<file path="src/rtl/pipeline_stall_ctrl.sv">
// ============================================================================
// Module      : pipeline_stall_ctrl
// Description : Pipeline-register control. It turns hazard stalls, taken
//               branches and HALT into PC/IF-ID/ID-EX controls, and it keeps
//               a saturating count of the cycles frozen by hazards.
//               Optional feature macro: BRANCH_DELAY_SLOT_EN (no branch flush).
// Revision    : 1.0 - initial release
// ============================================================================
`default_nettype none

module pipeline_stall_ctrl #(
    parameter int LD_BR_STALLS = 2,
    parameter int NB_STALL_CNT = 2,
    parameter int NB_PERF_CNT  = 32
) (
    input  logic                   i_clock,
    input  logic                   i_reset,
    input  logic                   i_valid,
    input  logic                   i_hazard,
    input  logic                   i_hazard_ld_br,
    input  logic                   i_branch_taken,
    input  logic                   i_halt,
    output logic                   o_pc_we,
    output logic                   o_ifid_we,
    output logic                   o_ifid_flush,
    output logic                   o_idex_bubble,
    output logic                   o_halted,
    output logic [NB_PERF_CNT-1:0] o_stall_cycles
);

    typedef enum logic [1:0] {
        RUN    = 2'd0,
        STALL  = 2'd1,
        HALTED = 2'd2
    } state_t;

`ifdef BRANCH_DELAY_SLOT_EN
    localparam logic FLUSH_ON_BRANCH = 1'b0;
`else
    localparam logic FLUSH_ON_BRANCH = 1'b1;
`endif

    localparam logic [NB_STALL_CNT-1:0] REM_LOAD = NB_STALL_CNT'(LD_BR_STALLS - 1);
    localparam logic [NB_STALL_CNT-1:0] REM_ONE  = NB_STALL_CNT'(1);
    localparam logic                    MULTI_CYCLE_LD_BR = (LD_BR_STALLS > 1);

    state_t                   state;
    state_t                   state_next;
    logic [NB_STALL_CNT-1:0]  rem;
    logic [NB_STALL_CNT-1:0]  rem_next;
    logic [NB_PERF_CNT-1:0]   stall_cnt;

    logic                     pc_we;
    logic                     ifid_we;
    logic                     ifid_flush;
    logic                     idex_bubble;
    logic                     hazard_freeze;

    // Next-state and control decode. While i_valid is low everything holds
    // and all enables stay low, so a debug pause never loses a pending freeze.
    always_comb begin
        state_next    = state;
        rem_next      = rem;
        pc_we         = 1'b0;
        ifid_we       = 1'b0;
        ifid_flush    = 1'b0;
        idex_bubble   = 1'b0;
        hazard_freeze = 1'b0;

        if (i_valid) begin
            case (state)
                RUN: begin
                    if (i_hazard) begin
                        idex_bubble   = 1'b1;
                        hazard_freeze = 1'b1;
                        if (i_hazard_ld_br && MULTI_CYCLE_LD_BR) begin
                            state_next = STALL;
                            rem_next   = REM_LOAD;
                        end
                    end else if (i_halt) begin
                        idex_bubble = 1'b1;
                        state_next  = HALTED;
                    end else begin
                        pc_we      = 1'b1;
                        ifid_we    = 1'b1;
                        ifid_flush = i_branch_taken & FLUSH_ON_BRANCH;
                    end
                end

                STALL: begin
                    idex_bubble   = 1'b1;
                    hazard_freeze = 1'b1;
                    // A rem of zero cannot occur here; it is treated as the last cycle.
                    if (rem <= REM_ONE) begin
                        state_next = RUN;
                        rem_next   = '0;
                    end else begin
                        rem_next = rem - REM_ONE;
                    end
                end

                HALTED: begin
                    idex_bubble = 1'b1;
                end

                default: begin
                    state_next = RUN;
                    rem_next   = '0;
                end
            endcase
        end
    end

    always_ff @(posedge i_clock or posedge i_reset) begin
        if (i_reset) begin
            state <= RUN;
            rem   <= '0;
        end else begin
            state <= state_next;
            rem   <= rem_next;
        end
    end

    always_ff @(posedge i_clock or posedge i_reset) begin
        if (i_reset) begin
            stall_cnt <= '0;
        end else if (hazard_freeze && (stall_cnt != '1)) begin
            stall_cnt <= stall_cnt + NB_PERF_CNT'(1);
        end
    end

    // Reset forces a bubble so that no half-decoded instruction enters EX.
    assign o_pc_we        = ~i_reset & pc_we;
    assign o_ifid_we      = ~i_reset & ifid_we;
    assign o_ifid_flush   = ~i_reset & ifid_flush;
    assign o_idex_bubble  = i_reset | idex_bubble;
    assign o_halted       = ~i_reset & (state == HALTED);
    assign o_stall_cycles = stall_cnt;

endmodule

`default_nettype wire

</file>
<file path="config.mk">
export PLATFORM = sky130hd
export DESIGN_NAME = pipeline_stall_ctrl
export DESIGN_NICKNAME = d
export VERILOG_FILES = /design/src/rtl/pipeline_stall_ctrl.sv
export SDC_FILE = /design/constraint.sdc
export NUM_CORES = 1
export LEC_CHECK = 0
export CORE_MARGIN = 1
export CORE_UTILIZATION = 45
export CTS_CLUSTER_DIAMETER = 80
export CTS_CLUSTER_SIZE = 10
export DETAILED_ROUTE_END_ITERATION = 16
export PLACE_DENSITY = 0.75
export SYNTH_ARGS = -nofsm -noshare
export SYNTH_HDL_FRONTEND = slang
export SYNTH_SLANG_ARGS = --single-unit
export TNS_END_PERCENT = 50
</file>
<file path="constraint.sdc">
create_clock -name i_clock -period 2.05 [get_ports i_clock]
set_input_delay 0.41 -clock i_clock [delete_from_list [all_inputs] [get_ports i_clock]]
set_output_delay 0.41 -clock i_clock [all_outputs]
set_load 0.01 [all_outputs]
</file>
* Word-level counts from Yosys, hierarchy flattened
Cells that the tools add are included. W data, S select, Z words.
Storage, ports and cells: register bits 36, output and inout port bits 37, logic and storage cells 48, input bits 7
Cells by class: reductions and logical operators 5, muxes and demuxes 23, $lt $le $gt $ge 1, bitwise operators 6, equal/unequal tests 8, $add $sub $neg 2
Operators with widths (number):
- $add A32 B1 Y32 const B | 1
- $ne A32 B32 Y1 const B | 1
- $mux W1 | 13
- $mux W2 | 6
- $pmux W2 S3 | 2
- $ne A2 B2 Y1 const B | 3
- $ne A3 B3 Y1 const B | 2
- $reduce_and A5 Y1 | 1
- $pmux W1 S2 | 2
- $reduce_and A4 Y1 | 1
- $and A1 B1 Y1 | 3
- $eq A2 B1 Y1 const B | 1
- $eq A2 B2 Y1 const B | 1
- $le A2 B1 Y1 const B | 1
- $logic_not A2 Y1 | 1
- $not A1 Y1 | 2
- $reduce_or A2 Y1 | 1
- $sub A2 B1 Y2 const B | 1
- $logic_and A1 B1 Y1 | 1
- $or A1 B1 Y1 | 1

* Longest topological paths before layout
Gate-level depths: netlist (run 1).
depth after elaboration 5, gate-level depth with buffers 9, mapped depth without buffers 7

* Least setup slack after synthesis (run 1)
Ideal clock, no wire load.
path kind register to register, start point register stall_cnt[0], in the netlist o_stall_cycles[0], end point register stall_cnt[13], in the netlist o_stall_cycles[13], required time 1.912 ns, arrival 1.969 ns, setup slack -0.057 ns, period minus slack after synthesis 2.107 ns, buffers on the path 0, library setup time 0.138 ns, cell stages (with the launch flop) 7, cells stage by stage dfrtp_1 -> ha_1 -> nand4_2 -> or4_1 -> o21ai_2 -> nor4_1 -> xor2_1
Between the ends: longest elaborated chain between the ends 2
RTL lines:
- from (decl) | line 51 | logic [NB_PERF_CNT-1:0] stall_cnt;
- from (signal assigned) | line 128 | stall_cnt <= stall_cnt + NB_PERF_CNT'(1);
- parallel branches: the longest is 2 deep, another holds $add A32 B1 Y32
Several ways; the timed one is not identified. A chain may end at the register's enable or synchronous reset.

* Worst setup path after layout (run 1)
start point input i_halt, end point output o_idex_bubble
Between the ends: longest elaborated chain between the ends 5
RTL lines:
- from (decl) | line 22 | input logic i_halt,
- $mux W1 | line 80 | end else if (i_halt) begin
- $mux W1 | line 73 | if (i_hazard) begin
- $pmux W1 S2 | line 71 | case (state)
- $mux W1 | line 70 | if (i_valid) begin
- $or A1 B1 Y1 | line 136 | assign o_idex_bubble = i_reset | idex_bubble;
- to (decl) | line 26 | output logic o_idex_bubble,
Every way passes these cells.

==> out/results.tsv, run 1 <==
metric	value	unit
run status	finished clean	
width of the die	67.25	um
pwr dens	755.9	nW/um2
# hold bufs at CTS	0	
clk_lat worst skew	290	ps
fmax	500.3	MHz
metal2 WL	2.276	mm
Post-DP Area	2789	um2
mux cell area share after synthesis	0	%
worst-margin pin slew	477.2	ps
Psw	0.7247	mW
EDFF count, synth	0	
HP Class	flop to flop	
critical path startpoint category	input port	
antenna-violating nets left	0	
gr ovfl total	0	
Critical Path Sink Type	output port	
CTS H-tree lvls	2	
Tot Pwr	2.248	mW
switching share of power	32.24	%
DR pass1 iterations	6	
Period minus WS final	1999	ps
Main synth FF type	dfrtp_1	
DR vias/cell	5.239	
Core Area	4058	um2
leading area contributor after synthesis	dfrtp_1	
Clock Tree Buf Depth	2	
layout cell share with drive strength beyond 1	28.67	%
kind of critical path	input port to output port	
Synth area leaders	dfrtp_1, xnor2_1, nand4_1	
Comb power frac	39.0	%
Final setup viols	0	
worst reg2reg startpoint	state[0]$_DFFE_PP0P_	
Worst IR Drop VDD	0.6298	mV
post-DP HPWL	3.550	mm
largest family of logic cells by synthesized area	simple AND/OR/NAND/NOR gates	
largest net degree at the start of global routing	37	
fin area	2974	um2
Syn Inst Count	191	
XOR/XNOR Fraction of Synth Area	14.17	%
sequential area share after synthesis	47.03	%
Data required, critical path	1640	ps
total number of vias	1797	
metal3 WL	168	um
critical path peak fanout	2	
drt total wl	4.821	mm
FF/Latch Area	904.6	um2
vias in the first global route	1779	
post-synthesis cell type count	32	
total I/O pin count	44	
max cap viols	0	
Nets	305	
sequential power share	37.8	%
ys async rst share	100.0	%
Met1 Routed Length	2.292	mm
DR top layer	met4	
top-area cell type share of the netlist area	47.03	%
Final Skew	8.424	ps
Antenna Cells	0	
final RePlAce weighted congestion	0.8439	
initial antenna violation count	0	
TritonCTS clock tree	done	
All-Layer GR Usage	23.25	%
die area	4522	um2
Setup Slack @ Placement	-285.3	ps
Syn Area/Cell	10.03	um2
Pint	1.523	mW
Arr. time, crit path	1590	ps
WL per Instance	14.06	um
DRC viols	0	
Slew HR	67.89	%
Layout Utilization	73.30	%
Die H	67.25	um
Post-Synth Simple-Gate Area	25.15	%
FILL cells	311	
multi-input logic area	1052	um2
Initial Util	47.21	%
row count	23	
placed instance count	332	
CTS sink cnt	36	
worst reg2reg setup slack	70	ps
PortBufs	43	
fin cells	343	
fin crit share	97.50	%
Hold Path Depth	1	
Root Buffer	clkbuf_8	
final worst setup slack	51.26	ps
compound-cell area share of the yosys netlist	6.989	%
cells on worst reg2reg path	8	
post-synthesis register bit count	36	
Worst R2R End	o_stall_cycles[6]$_DFFE_PP0P_	
CTS buffer count	5	
Yosys Warn Count	0	
unrepaired setup endpoints after global routing	true	
hold endpoint	o_stall_cycles[31]$_DFFE_PP0P_	
Syn Std Cell Area	1916	um2
final count of hold timing violations	0	
syn nets	204	
Hold Path Origin	o_stall_cycles[31]$_DFFE_PP0P_	
leakage	1.379	nW
fin. max-slew vios	0	
post-synthesis adder-cell area fraction	3.919	%
drt initial violations	76	
Reg clk slew, reported paths	70	ps
first-pass GRT wire length	7.721	mm
clock group share of total power	23.2	%
Area Growth Syn to Fin	55.26	%
## cells in the mapped netlist, types with 2 or more instances
cell / n
dfrtp_1: 36
xnor2_1: 20
nand2_1: 17
nand4_1: 17
nand3_1: 12
xor2_1: 11
nor2_1: 9
nor4_1: 8
inv_1: 7
and3_1: 6
ha_1: 6
o21ai_0: 6
and2_1: 4
o21a_1: 4
a21oi_1: 3
nand2b_1: 3
nor3_1: 3
or4_1: 3
clkbuf_1: 2
nor3b_1: 2
## worst max-delay path by stage
stage                              start             to  slack (ps)  depth (start not counted)
floorplan           state[0]$_DFFE_PP0P_   o_ifid_flush          -2                          6
global placement                 i_valid   o_ifid_flush        -280                          6
detailed placement               i_valid   o_ifid_flush        -290                          6
CTS                 state[0]$_DFFE_PP0P_   o_ifid_flush         -50                          7
global route                      i_halt  o_idex_bubble         -50                          6
finish                            i_halt  o_idex_bubble          50                          6
## cells by family after synthesis
group,Yosys count
buffers and inverters,11
flip-flops,36
AO/OA/AOI/OAI,19
adder cells (fa/ha/maj),6
AND/OR/NAND/NOR,88
XOR/XNOR,31
## flip-flops by register name (all words and copies together), names as in the netlist
| name | flops |
|---|---|
| o_stall_cycles | 32 |
| state | 2 |
| rem | 2 |
## area by class of cell
type,instances,share of cell area [%]
clock buffers,8,3.029
inverters,7,0.8835
multi-input cells,144,35.38
flip-flops and latches,36,30.42
well taps,50,2.103
repair buffers,98,28.19
## critical path, stage by stage
cell	delay, ps
clkdlybuf4s50_1	440
buf_4	150
o21a_1	160
nor2_1	80
o21ai_0	70
dlygate4sd2_1	280
## stage by stage
stage | setup TNS [ps] | hold slack, ps
6_report | 0 | 503.9
5_1_grt | -83.94 | 533.6
4_1_cts | -53.80 | 512.7
3_5_place_dp | -1702 | 502.8
3_3_place_gp | -1350 | 494.9
2_1_floorplan | -2.346 | 516.9
## cell usage in the layout (no fill, tap or decap), drive strengths merged, types with 7 or more instances in the layout
master	n
buf	56
clkdlybuf4s50	37
dfrtp	36
xnor2	20
nand4	18
nand2	17
nand3	12
xor2	11
clkbuf	10
nor2	9
nor4	8
o21ai	7
inv	7
## power by group through the flow
stage	sequential [mW]	clock (mW)	combinational [mW]
after global routing	0.858	0.560	0.969
after detailed placement	0.851	0	0.788
final	0.850	0.521	0.877
after floorplan	0.908	0	0.332
after global placement	0.843	0	0.771
after CTS	0.837	0.531	0.789
## per-layer routing
layer	GRT usage, %	up-vias
li1	-	884
met2	39.00	40
met5	0	-
met4	7.979	0
met3	5.574	7
met1	29.06	866
## repair_timing
action,in CTS,in global routing
gates resized for setup,8,23
pin swaps,1,8
setup endpoints to repair,5,19
buffers inserted,0,3
No activity file was read; power rests on OpenSTA's default activity.
==> run 2: changes to the inputs <==
ABC_AREA = 1   (was not set)
CORE_UTILIZATION = 48   (was 45)
==> out/results.tsv, run 2 <==
metric	value	unit	change
TritonCTS clock tree	done		
Yosys Warn Count	0		unchanged
top post-synthesis cells by count	nand2_1, nor2_1, dfrtp_1		
All-Layer GR Usage	24.87	%	+1.6 points
final RePlAce weighted congestion	0.9184		+8.8%
Worst IR Drop VDD	0.2812	mV	-55%
DR pass1 iterations	5		-1
kind of critical path	flop to output port		
XOR/XNOR Fraction of Synth Area	5.150	%	-9.0 points
WL per Instance	11.90	um	-15%
Buf/Inv on CP	3		unchanged
HP Class	flop to flop		
Layout Utilization	63.18	%	-10 points
Arr. time, crit path	1480	ps	-110 ps
fin cells	520		+52%
post-synthesis adder-cell area fraction	2.943	%	-0.98 points
most common cell after layout, fill and taps aside	nand2_1		
fin area	3227	um2	+8.5%
total number of vias	2529		+41%
vias in the first global route	2329		+31%
top-count cell post-synth	nand2_1		
final count of hold timing violations	0		unchanged
fin crit share	92.37	%	-5.1 points
antenna-violating nets left	0		unchanged
Clock Tree Buf Depth	2		unchanged
DR top layer	met4		
EDFF count, synth	0		unchanged
Nets	463		+52%
Syn Std Cell Area	2551	um2	+33%
PortBufs	43		unchanged
critical path startpoint category	flop		
leading area contributor after synthesis	dfrtp_1		
crit path cell chain	inv_1 > ha_1 > inv_1 > nor2_1 > o21ai_0 > o21ai_0 > clkbuf_2		
Crit-path slowest cell	dfrtp_1		
Tot Pwr	1.301	mW	-42%
width of the die	74.91	um	+11%
max reg flops	32		unchanged
Final setup viols	0		unchanged
largest net degree at the start of global routing	37		unchanged
Met1 Routed Length	2.889	mm	+26%
Post-DP Area	3133	um2	+12%
layout cell share with drive strength beyond 1	9.111	%	-20 points
Antenna Cells	0		unchanged
CTS buffer count	5		unchanged
row count	26		+13%
drt total wl	6.188	mm	+28%
drt initial violations	112		+47%
Syn Inst Count	391		+100%
initial antenna violation count	0		unchanged
commonest cells after routing, fill and taps aside	nand2_1, nor2_1, clkdlybuf4s50_1		
unrepaired setup endpoints after global routing	false		
post-DP HPWL	4.725	mm	+33%
DRC viols	0		unchanged
sequential area share after synthesis	35.31	%	-12 points
pwr dens	403.1	nW/um2	-47%
gr ovfl total	0		unchanged
Critical Path Sink Type	output port		
DR vias/cell	4.863		-7.2%
post-synthesis cell type count	25		-22%
worst-margin pin slew	462.4	ps	-14.83 ps
clk_lat worst skew	290	ps	about the same
Period minus WS final	1894	ps	-105.1 ps
Reg clk slew, reported paths	60	ps	about the same
leakage	1.575	nW	+14%
Initial Util	49.95	%	+2.7 points
compound-cell area share of the yosys netlist	2.354	%	-4.6 points
Root Buffer	clkbuf_8		
top-area cell type share of the netlist area	35.31	%	-12 points
first-pass GRT wire length	10.60	mm	+37%
CP top delay family	flip-flops		
placed instance count	512		+54%
Main synth FF type	dfrtp_1		
CTS sink cnt	36		unchanged
metal3 WL	268	um	+60%
ys async rst share	100.0	%	unchanged
Syn Area/Cell	6.525	um2	-35%
largest family of logic cells by synthesized area	simple AND/OR/NAND/NOR gates		
Die H	74.91	um	+11%
fmax	528.1	MHz	+5.5%
fin. max-slew vios	0		unchanged
# hold bufs at CTS	0		unchanged
metal2 WL	2.957	mm	+30%
Final Skew	6.044	ps	-2.381 ps
Data required, critical path	1640	ps	about the same
run status	finished clean		
critical path peak fanout	3		+1
Synth area leaders	dfrtp_1, nand2_1, nor2_1		
Area Growth Syn to Fin	26.48	%	
Core Area	5107	um2	+26%
syn nets	404		+98%
die area	5611	um2	+24%
mux cell area share after synthesis	0	%	unchanged
Post-Synth Simple-Gate Area	47.72	%	+23 points
post-synthesis register bit count	36		unchanged
total I/O pin count	44		unchanged
Slew HR	69.17	%	+1.3 points
CTS H-tree lvls	2		unchanged
max cap viols	0		unchanged
max incr delay on CP	370	ps	-70 ps
[run 2: changes by cell type after synthesis, sizes merged, moves of 3 or more]
cell	delta
and2	-3
buf	+3
o21a	-4
or4	-3
nand4	-17
nand2	+185
nand2b	-3
and3	-6
xor2	-3
nand3b	+6
nor2	+51
nor4	-8
inv	+25
xnor2	-13
[run 2: cell type report]
class	count	area, um2
Sequential cell	36	900.9
Fill cell	489	1881
Timing Repair Buffer	57	530.5
Clock buffer	7	96.34
Inverter	32	120.1
Multi-Input combinational cell	318	1491
Tap cell	70	87.58
[run 2: repair_timing]
action                                  CTS  global route
resized for setup                         5            10
setup buffers                             0             1
pin swaps                                 0             2
endpoints found under the setup margin    4             3
[run 2: worst register-to-register path, cell delays in order (launching register included)]
cell and delay (ps):
dfrtp_1 370, inv_1 90, ha_1 200, inv_1 80
buf_4 150, nand2_1 60, nand3_1 80, buf_4 170
nor3_1 310, nand2_1 100, nand2_1 70, nand2_1 40
[run 2: layer usage]
metal  global-route usage, %  vias to the layer above
met3                   4.016                        7
met2                   42.04                       49
met4                   6.499                        0
met5                       0                        -
met1                   33.14                     1170
li1                        -                     1303
[run 2: kinds of logic after synthesis]
family                   Yosys count
AND/OR/NAND/NOR                  288
flip-flops                        36
AO/OA/AOI/OAI                      9
adder cells (fa/ha/maj)            6
XOR/XNOR                          15
buffers and inverters             37
[run 2: final timing paths]
kind                                      start                              to  slack [ps]  depth (start not counted)
max                        state[1]$_DFFE_PP0P_                   o_idex_bubble         160                          7
min                          rem[1]$_DFFE_PP0P_              rem[1]$_DFFE_PP0P_         510                          2
max reg2reg                state[1]$_DFFE_PP0P_  o_stall_cycles[17]$_DFFE_PP0P_         210                         11
min reg2reg                  rem[1]$_DFFE_PP0P_              rem[1]$_DFFE_PP0P_         510                          2
max in group asynchronous               i_reset   o_stall_cycles[3]$_DFFE_PP0P_        1070                          3
min in group asynchronous               i_reset   o_stall_cycles[7]$_DFFE_PP0P_         640                          3
[run 2: stage by stage]
step	TNS (ps)	setup slack (ps)	hold slack [ps]
after floorplan	0	95.76	465.9
after global placement	-876.4	-313.4	488.6
after detailed placement	-947.0	-341.8	497.8
after CTS	0	22.39	515.2
after global routing	0	24.48	523.4
final	0	156.3	512.4
[run 2: power by group]
part	internal (mW)	switching, mW	leakage (nW)
logic	0.0182	0.0222	1.03
registers	0.710	0	0.498
clock network	0.299	0.251	0.0503
total	1.03	0.273	1.57
